File: config.mk
export PLATFORM = sky130hd
export DESIGN_NAME = digit_splitter
export DESIGN_NICKNAME = d
export VERILOG_FILES = /design/src/rtl/digit_splitter_pkg.sv /design/src/rtl/digit_splitter_bcd_add3.sv /design/src/rtl/digit_splitter.sv
export SDC_FILE = /design/constraint.sdc
export NUM_CORES = 1
export LEC_CHECK = 0
export CORE_AREA = 5 5 75 77
export CTS_CLUSTER_DIAMETER = 60
export DETAILED_ROUTE_END_ITERATION = 16
export DIE_AREA = 0 0 80 82
export GPL_TIMING_DRIVEN = 0
export PLACE_DENSITY = 0.82
export SLEW_MARGIN = 20
export SYNTH_ARGS = -nofsm -noshare
export SYNTH_HDL_FRONTEND = slang
export SYNTH_SLANG_ARGS = --single-unit
File: constraint.sdc
create_clock -name clock -period 3.6 [get_ports clock]
set_input_delay 0.72 -clock clock [delete_from_list [all_inputs] [get_ports clock]]
set_output_delay 0.72 -clock clock [all_outputs]
set_load 0.02 [all_outputs]
File: src/rtl/digit_splitter_pkg.sv
// Shared types and constants for the binary-to-decimal digit splitter.
// DIGIT_SPLITTER_LZ_BLANK_EN enables leading-zero suppression in the top.
package digit_splitter_pkg;

    typedef enum logic [1:0] {
        S_IDLE    = 2'd0,
        S_CONVERT = 2'd1,
        S_EMIT    = 2'd2
    } state_t;

    localparam int         BCD_W       = 4;
    localparam logic [3:0] ADD3_THRESH = 4'd5;
    localparam int         POS_W       = 3;

endpackage

File: src/rtl/digit_splitter_bcd_add3.sv
// Double-dabble nibble corrector: values of 5 and above get +3 before the shift.
// Purely combinational; one instance per BCD digit.
module digit_splitter_bcd_add3
    import digit_splitter_pkg::*;
(
    input  logic [BCD_W-1:0] i_nib,
    output logic [BCD_W-1:0] o_nib
);

    assign o_nib = (i_nib >= ADD3_THRESH) ? i_nib + 4'd3 : i_nib;

endmodule

File: src/rtl/digit_splitter.sv
// Streams the decimal digits of a binary value, MSB first, via double-dabble.
// DIGIT_SPLITTER_LZ_BLANK_EN: start at the highest nonzero digit.
module digit_splitter
    import digit_splitter_pkg::*;
#(
    parameter int WIDTH      = 16,
    parameter int NUM_DIGITS = 5
) (
    input  logic             clock,
    input  logic             reset_n,
    input  logic [WIDTH-1:0] value,
    input  logic             value_valid,
    output logic             value_ready,
    output logic [BCD_W-1:0] digit,
    output logic             digit_valid,
    input  logic             digit_ready,
    output logic [POS_W-1:0] digit_pos,
    output logic             digit_last,
    output logic             busy
);

    localparam int NB    = NUM_DIGITS * BCD_W;
    localparam int CNT_W = $clog2(WIDTH);

    state_t           r_state;
    logic [WIDTH-1:0] r_shift;
    logic [NB-1:0]    r_bcd;
    logic [CNT_W-1:0] r_count;
    logic [POS_W-1:0] r_pos;
    logic [BCD_W-1:0] r_digit;
    logic             r_valid;
    logic             r_last;
    logic             r_busy;

    logic [NB-1:0]                       w_adj;
    logic [NB-1:0]                       w_bcd_nx;
    logic [NUM_DIGITS-1:0][BCD_W-1:0]    w_nib;
    logic [NUM_DIGITS-1:0][BCD_W-1:0]    w_nx_nib;
    logic [POS_W-1:0]                    w_start;
    logic [POS_W-1:0]                    w_pos_dn;

    for (genvar gi = 0; gi < NUM_DIGITS; gi++) begin : g_add3
        digit_splitter_bcd_add3 u_add3 (
            .i_nib (r_bcd[gi*BCD_W +: BCD_W]),
            .o_nib (w_adj[gi*BCD_W +: BCD_W])
        );
    end

    // The top bit of the top nibble falls off; it is zero for a valid sizing.
    assign w_bcd_nx = NB'({w_adj, r_shift[WIDTH-1]});
    assign w_nib    = r_bcd;
    assign w_nx_nib = w_bcd_nx;
    assign w_pos_dn = r_pos - POS_W'(1);

    always_comb begin
        w_start = '0;
`ifdef DIGIT_SPLITTER_LZ_BLANK_EN
        for (int i = 0; i < NUM_DIGITS; i++) begin
            if (w_nx_nib[i] != '0) w_start = POS_W'(i);
        end
`else
        w_start = POS_W'(NUM_DIGITS - 1);
`endif
    end

    always_ff @(posedge clock or negedge reset_n) begin
        if (!reset_n) begin
            r_state <= S_IDLE;
            r_shift <= '0;
            r_bcd   <= '0;
            r_count <= '0;
            r_pos   <= '0;
            r_digit <= '0;
            r_valid <= 1'b0;
            r_last  <= 1'b0;
            r_busy  <= 1'b0;
        end else begin
            unique case (r_state)
                S_IDLE: begin
                    if (value_valid) begin
                        r_shift <= value;
                        r_bcd   <= '0;
                        r_count <= '0;
                        r_busy  <= 1'b1;
                        r_state <= S_CONVERT;
                    end
                end
                S_CONVERT: begin
                    r_bcd   <= w_bcd_nx;
                    r_shift <= {r_shift[WIDTH-2:0], 1'b0};
                    r_count <= r_count + CNT_W'(1);
                    if (r_count == CNT_W'(WIDTH - 1)) begin
                        r_state <= S_EMIT;
                        r_pos   <= w_start;
                        r_digit <= w_nx_nib[w_start];
                        r_valid <= 1'b1;
                        r_last  <= (w_start == '0);
                    end
                end
                S_EMIT: begin
                    if (digit_ready) begin
                        if (r_last) begin
                            r_state <= S_IDLE;
                            r_valid <= 1'b0;
                            r_last  <= 1'b0;
                            r_busy  <= 1'b0;
                        end else begin
                            r_pos   <= w_pos_dn;
                            r_digit <= w_nib[w_pos_dn];
                            r_last  <= (w_pos_dn == '0);
                        end
                    end
                end
                default: r_state <= S_IDLE;
            endcase
        end
    end

    assign value_ready = (r_state == S_IDLE);
    assign digit       = r_digit;
    assign digit_valid = r_valid;
    assign digit_pos   = r_pos;
    assign digit_last  = r_last;
    assign busy        = r_busy;

endmodule

==> results of run 1 <==
-- layout by cell type, fill, tap and decap left out, types with 3 or more instances in the layout --
cell,Yosys,layout
inv_1,12,12
mux2i_1,5,5
a21o_1,3,3
xnor2_1,5,5
o21ai_0,40,40
dfrtp_1,52,52
a22o_1,7,7
buf_2,5,5
nor3b_1,3,3
nand3_1,7,7
nand2b_1,6,6
clkbuf_1,9,9
nor3_1,7,7
clkbuf_8,0,6
nand2_1,40,40
o21ai_1,8,8
a22oi_1,14,14
nor2_1,13,13
clkdlybuf4s50_1,0,28
ha_1,13,13
a21oi_1,18,18
mux2_2,3,3
o31ai_1,3,3
-- through the flow --
stage | setup WS, ns | hold WS, ns | util (%) | instances
after floorplan | 1.39 | 0.424 | - | 297
after global placement | 0.284 | 0.463 | 64.1 | 396
after detailed placement | 1.14 | 0.474 | 64.0 | 396
after CTS | 0.798 | 0.466 | 65.9 | 404
after global routing | 0.688 | 0.491 | 65.9 | 404
final | 0.799 | 0.432 | 65.9 | 404
-- power groups by stage --
stage	registers (mW)	clock network, mW	logic [mW]
finish	1.06	0.341	1.27
global route	1.09	0.367	1.43
CTS	1.05	0.345	1.28
detailed placement	1.06	0	1.28
global placement	1.04	0	1.21
floorplan	1.03	0	0.899
-- layer usage --
| layer | global-route usage [%] | vias to the layer above | part of all wire (%) | routed length (µm) |
|---|---|---|---|---|
| met4 | 7.94 | 0 | 1.7 | 106 |
| li1 | - | 1124 | - | - |
| met1 | 24.8 | 1151 | 42 | 2590 |
| met3 | 3.62 | 11 | 4.9 | 303 |
| met5 | 0 | - | 0 | 0 |
| met2 | 36.2 | 57 | 52 | 3240 |
-- final cells by class --
cell class                      instances  area, µm²  share of cell area (%)
Timing Repair Buffer                   29        288                    8.83
Clock buffer                            6       82.6                    2.53
Tap cell                               70       87.6                    2.69
Buffer                                 16       73.8                    2.26
Sequential cell                        52       1300                    39.9
Multi-Input combinational cell        216       1370                    42.0
Clock inverter                          2       10.0                   0.307
Inverter                               13       48.8                    1.50
-- cell families (layout without fill, tap and decap cells) --
group,count (synthesis),count (layout),share of synthesized area (%)
DFF,52,52,46.6
muxes,10,10,4.62
xor gates and xnor gates,8,8,2.78
buffers and inverters,29,66,4.39
adders and majority gates,13,13,5.83
and+or+nand+nor,84,84,13.9
AOI/OAI and AO/OA,101,101,21.8
-- path summary, 6_finish.rpt --
path / start / end / slack, ns / cells after the start
setup / recovery: r_state[0]$_DFFE_PN0P_ / value_ready / 0.80 / 5
hold / removal: reset_n / r_shift[6]$_DFFE_PN0P_ / 0.43 / 1
setup reg to reg: digit_pos[0]$_DFFE_PN0P_ / digit[1]$_DFFE_PN0P_ / 1.24 / 7
hold reg to reg: r_shift[8]$_DFFE_PN0P_ / r_shift[8]$_DFFE_PN0P_ / 0.49 / 2
max in group asynchronous: reset_n / r_bcd[14]$_DFFE_PN0P_ / 2.72 / 1
min in group clock: r_shift[8]$_DFFE_PN0P_ / r_shift[8]$_DFFE_PN0P_ / 0.49 / 2
-- state kept, by name, indices dropped and copies added, names as in the netlist --
register,cells
r_bcd,20
r_shift,16
digit,4
r_count,4
digit_pos,3
r_state,2
busy,1
digit_last,1
digit_valid,1
==> metrics, run 1 <==
outcome completed; TritonCTS Buffers 5; dominant cell type by area after synthesis dfrtp_1; Avg WL per Cell roughly 15 µm; DIE AREA roughly 6600 µm²; CTS tree done; worst vdd ir between 300 and 400 µV; switching power 1.13 mW; total of max-cap violations 0; sequential element share of the synthesized area between 40 and 50%; Setup Buffers After CTS 0; clock share of power around 13%; Main synth FF type dfrtp_1; Layout area overhead 16.8%; Post-Synthesis Cells 297; area of placed instances approximately 3200 µm²; CP required roughly 2.9 ns; # nets final between 300 and 400; top cells by area, synth dfrtp_1 (47%), o21ai_0 (7.2%), ha_1 (5.8%); CTS Sinks 52; FF+latch count, synth between 50 and 60; CP max-delay cell clkdlybuf4s50_1; Max Clk Rate about 0.36 GHz; Final Max Slew Viols 0; first-pass GRT wire length around 11 mm; Die Span Y ~82 µm; Buffers on Ports 29; Most Frequent Cell on Critical Path buf_2; TNS Setup 0 ns; initial antenna violation count 0; critical-path maximum fanout 10; CTS root buffer clkbuf_8; DRT Wirelength between 6 and 7 mm; Filler cells around 430; hold crit path type primary input to async pin; Detail Placement HPWL between 4 and 5 mm; Async SR Flop Fraction 100%; Crit Path Class flip-flop to primary output; share of the synthesized area in the top cell type between 40 and 50%; fraction of layout cells with a size suffix above 1 under 10%; vias around 2300; fin crit share roughly 78%; skew final about 0.0035 ns; Int Power about 1.5 mW; largest net degree at the start of global routing 53; commonest cells in the netlist dfrtp_1 (52), nand2_1 (40), o21ai_0 (40); Leak about 1.4 nW; post-route cell area between 3000 and 4000 µm²; mapped cell area around 2800 µm²; Rows 26; Final Hold Viols 0; clk buf depth 2; depth of the CTS H-tree 2; combinational share of power a little under half; Syn Nets 330; Crit path max-delay family buffers and inverters; sequential share of power between 30% and 40%; Via-to-Cell Ratio between 5 and 6; drt first pass iters 5; clock slew at reported path FFs ~0.09 ns; Sw Ratio between 40% and 50%; Least-Margin Pin Slew about 0.65 ns; cells along the critical path buf_2 > buf_2 > buf_1 > nor2_1 > clkdlybuf4s50_1; gr usage total about a fifth; post-CTS resize count 0; crit path time final about 2.8 ns; critical path arrival 2.08 ns; Post-synth EDFFs 0; effective utilization at floorplan a little under three fifths; most frequent cell after synthesis dfrtp_1; vias in the first global route 2338; Post-CTS Hold Buffers 0; PwrDens approximately 820 nW/µm²; Buf+Inv Stages, Crit Path 4; antenna-violating nets left 0; normalized max-slew margin 56.3%; syn avg cell area approximately 9.4 µm²; boundary pin count 31; Yosys Warn Count 0; Iter 0 DRT Violations between 100 and 150; slowest stage delay, CP 0.55 ns; RSZ-0062 raised after global routing no; global route total overflow 0; Setup crit end kind primary output; Critical Path Start Type flip-flop; Power Total between 2 and 3 mW; DIE WIDTH around 80 µm; Placer Congestion around 0.86; Synth cell types 40; Final Setup Violations 0; Placeable Area between 4000 and 5000 µm²; DR DRC count 0; Antenna Cells 0; clk_lat worst skew roughly 0.30 ns
Power figures use the tool's default switching activity.
==> run 2, diff against run 1 <==
--- a/config.mk
+++ b/config.mk
@@ -5,12 +5,12 @@
 export SDC_FILE = /design/constraint.sdc
 export NUM_CORES = 1
 export LEC_CHECK = 0
-export CORE_AREA = 5 5 75 77
+export CORE_AREA = 5 5 80 82
 export CTS_CLUSTER_DIAMETER = 60
 export DETAILED_ROUTE_END_ITERATION = 16
-export DIE_AREA = 0 0 80 82
+export DIE_AREA = 0 0 85 87
 export GPL_TIMING_DRIVEN = 0
-export PLACE_DENSITY = 0.82
+export PLACE_DENSITY = 0.75
 export SLEW_MARGIN = 20
 export SYNTH_ARGS = -nofsm -noshare
 export SYNTH_HDL_FRONTEND = slang
==> constraint.sdc (replaced) <==
create_clock -name clock -period 2.4 [get_ports clock]
set_input_delay 0.48 -clock clock [delete_from_list [all_inputs] [get_ports clock]]
set_output_delay 0.48 -clock clock [all_outputs]
set_load 0.02 [all_outputs]
==> run 2 against run 1 <==
Net effect: routed wire length fell by 0.66%; first-iteration DRC count up 56%; critical endpoint unchanged; clock skew is 0.0054 ns higher; flip-flop and latch count unchanged; clock power increased by 54%; non-clock buffer count decreased by 2; final area barely moved; register-to-register slack got worse by 1.1 ns; critical path depth fell by 1; count of clock-buffer cells in the layout up 1; setup slack worse by 0.70 ns; combinational power rose by 48%.
==> metrics, run 2 (synthesis results as in run 1) <==
outcome completed; vias approximately 2300; # nets final between 300 and 400; Via-to-Cell Ratio around 5.7; clock slew at reported path FFs around 0.1 ns; Detail Placement HPWL approximately 4.5 mm; area occupied by multi-input gates between 1000 and 1500 µm²; Least-Margin Pin Slew ~0.65 ns; Final Hold Viols 0; sequential share of power 39.6%; Placer Congestion 0.810; drt first pass iters 5; worst vdd ir approximately 460 µV; critical path arrival roughly 1.8 ns; area of placed instances between 3000 and 4000 µm²; clock share of power 13.2%; Die Span Y roughly 87 µm; slowest stage delay, CP 0.61 ns; largest net degree at the start of global routing 53; RSZ-0062 raised after global routing no; skew final between 0.008 and 0.009 ns; DRT Wirelength just over 6 mm; Sw Ratio between 40% and 50%; depth of the CTS H-tree 2; Setup crit end kind primary output; Antenna Cells 0; cells along the critical path buf_2 > buf_2 > nor2_1 > clkdlybuf4s50_1; Biggest register r_bcd; TNS Setup 0 ns; Max Clk Rate approximately 0.43 GHz; normalized max-slew margin 56.7%; CP max-delay cell clkdlybuf4s50_1; CP required about 1.9 ns; hold crit path type primary input to async pin; Final Max Slew Viols 0; fraction of layout cells with a size suffix above 1 around 7.5%; Leak around 1.4 nW; fin crit share 96.0%; CTS Sinks between 50 and 60; Setup WS post-layout 0.0959 ns; clk_lat worst skew approximately 0.31 ns; combinational share of power a little under half; Rows 28; post-route cell area ~3300 µm²; gr usage total a little under a fifth; effective utilization at floorplan between 40% and 50%; Avg WL per Cell roughly 15 µm; CTS root buffer clkbuf_8; most frequent cells in the layout dfrtp_1 (51), nand2_1 (40), o21ai_0 (40); global route total overflow 0; biggest regs r_bcd: 20 flops, r_shift: 16 flops; CTS tree done; first-pass GRT wire length 10.7 mm; Int Power ~2.3 mW; clk buf depth 2; Final Setup Violations 0; total of max-cap violations 0; boundary pin count 31; DIE AREA between 7000 and 8000 µm²; critical-path maximum fanout 19; Layout area overhead 16.8%; max reg flops 20; Placeable Area 5680 µm²; most common cell after layout, fill and taps aside dfrtp_1; Buffers on Ports 29; Crit Path Class flip-flop to primary output; Register Area 1300 µm²; Filler cells ~520; pre-CTS setup slack about 0.042 ns; vias in the first global route 2214; switching power between 1.5 and 2 mW; Iter 0 DRT Violations roughly 230; TritonCTS Buffers 5; initial antenna violation count 0; crit path time final 2.30 ns; post-layout util between 50 and 60%; Critical Path Start Type flip-flop; Crit path max-delay family buffers and inverters; PwrDens 1220 nW/µm²; Buf+Inv Stages, Crit Path 3; CP Depth 4; DIE WIDTH 85 µm; antenna-violating nets left 0; DR DRC count 0; reg2reg path depth 7; Most Frequent Cell on Critical Path buf_2
run 2: worst paths after layout:
path,start,to,slack (ns)
min,reset_n,digit_pos[1]$_DFFE_PN0P_,0.19
min in group clock,r_shift[7]$_DFFE_PN0P_,r_shift[7]$_DFFE_PN0P_,0.49
min reg2reg,r_shift[7]$_DFFE_PN0P_,r_shift[7]$_DFFE_PN0P_,0.49
max,r_state[0]$_DFFE_PN0P_,value_ready,0.1
max reg2reg,digit_pos[0]$_DFFE_PN0P_,digit[1]$_DFFE_PN0P_,0.15
max in group asynchronous,reset_n,digit_pos[0]$_DFFE_PN0P_,1.76
run 2: layout make-up:
cell class,instances,area share [%]
inverters,13,1.50
clock buffers,7,2.65
plain buffers,14,2.03
clock inverters,1,0.230
well taps,75,2.88
repair buffers,29,8.83
flip-flops and latches,52,39.9
multi-input cells,216,41.9
run 2: power by group through the flow:
stage | registers [mW] | logic [mW] | clock network (mW)
after global placement | 1.57 | 1.83 | 0
after CTS | 1.57 | 1.89 | 0.538
final | 1.58 | 1.88 | 0.526
after detailed placement | 1.59 | 1.89 | 0
after floorplan | 1.55 | 1.35 | 0
after global routing | 1.63 | 2.12 | 0.588
run 2: timing repair:
action / 4_1_cts / 5_1_grt
hold buffers: 0 / 0
cloned: 0 / 0
pin swaps: 0 / 0
resized for setup: 0 / 1
endpoints found under the setup margin: 1 / 2
setup buffers: 0 / 0
run 2: per-layer routing:
metal	GRT usage, %	routed length, µm
met5	0	0
met2	29.3	3040
met3	3.50	320
met1	24.3	2730
met4	5.90	109
run 2: metrics by stage:
stage / std cells / hold slack [ns] / total power, mW
2_1_floorplan: 297 / 0.184 / 2.90
3_3_place_gp: 401 / 0.467 / 3.40
3_5_place_dp: 401 / 0.471 / 3.48
4_1_cts: 408 / 0.216 / 4.00
5_1_grt: 407 / 0.247 / 4.34
6_report: 407 / 0.191 / 3.98
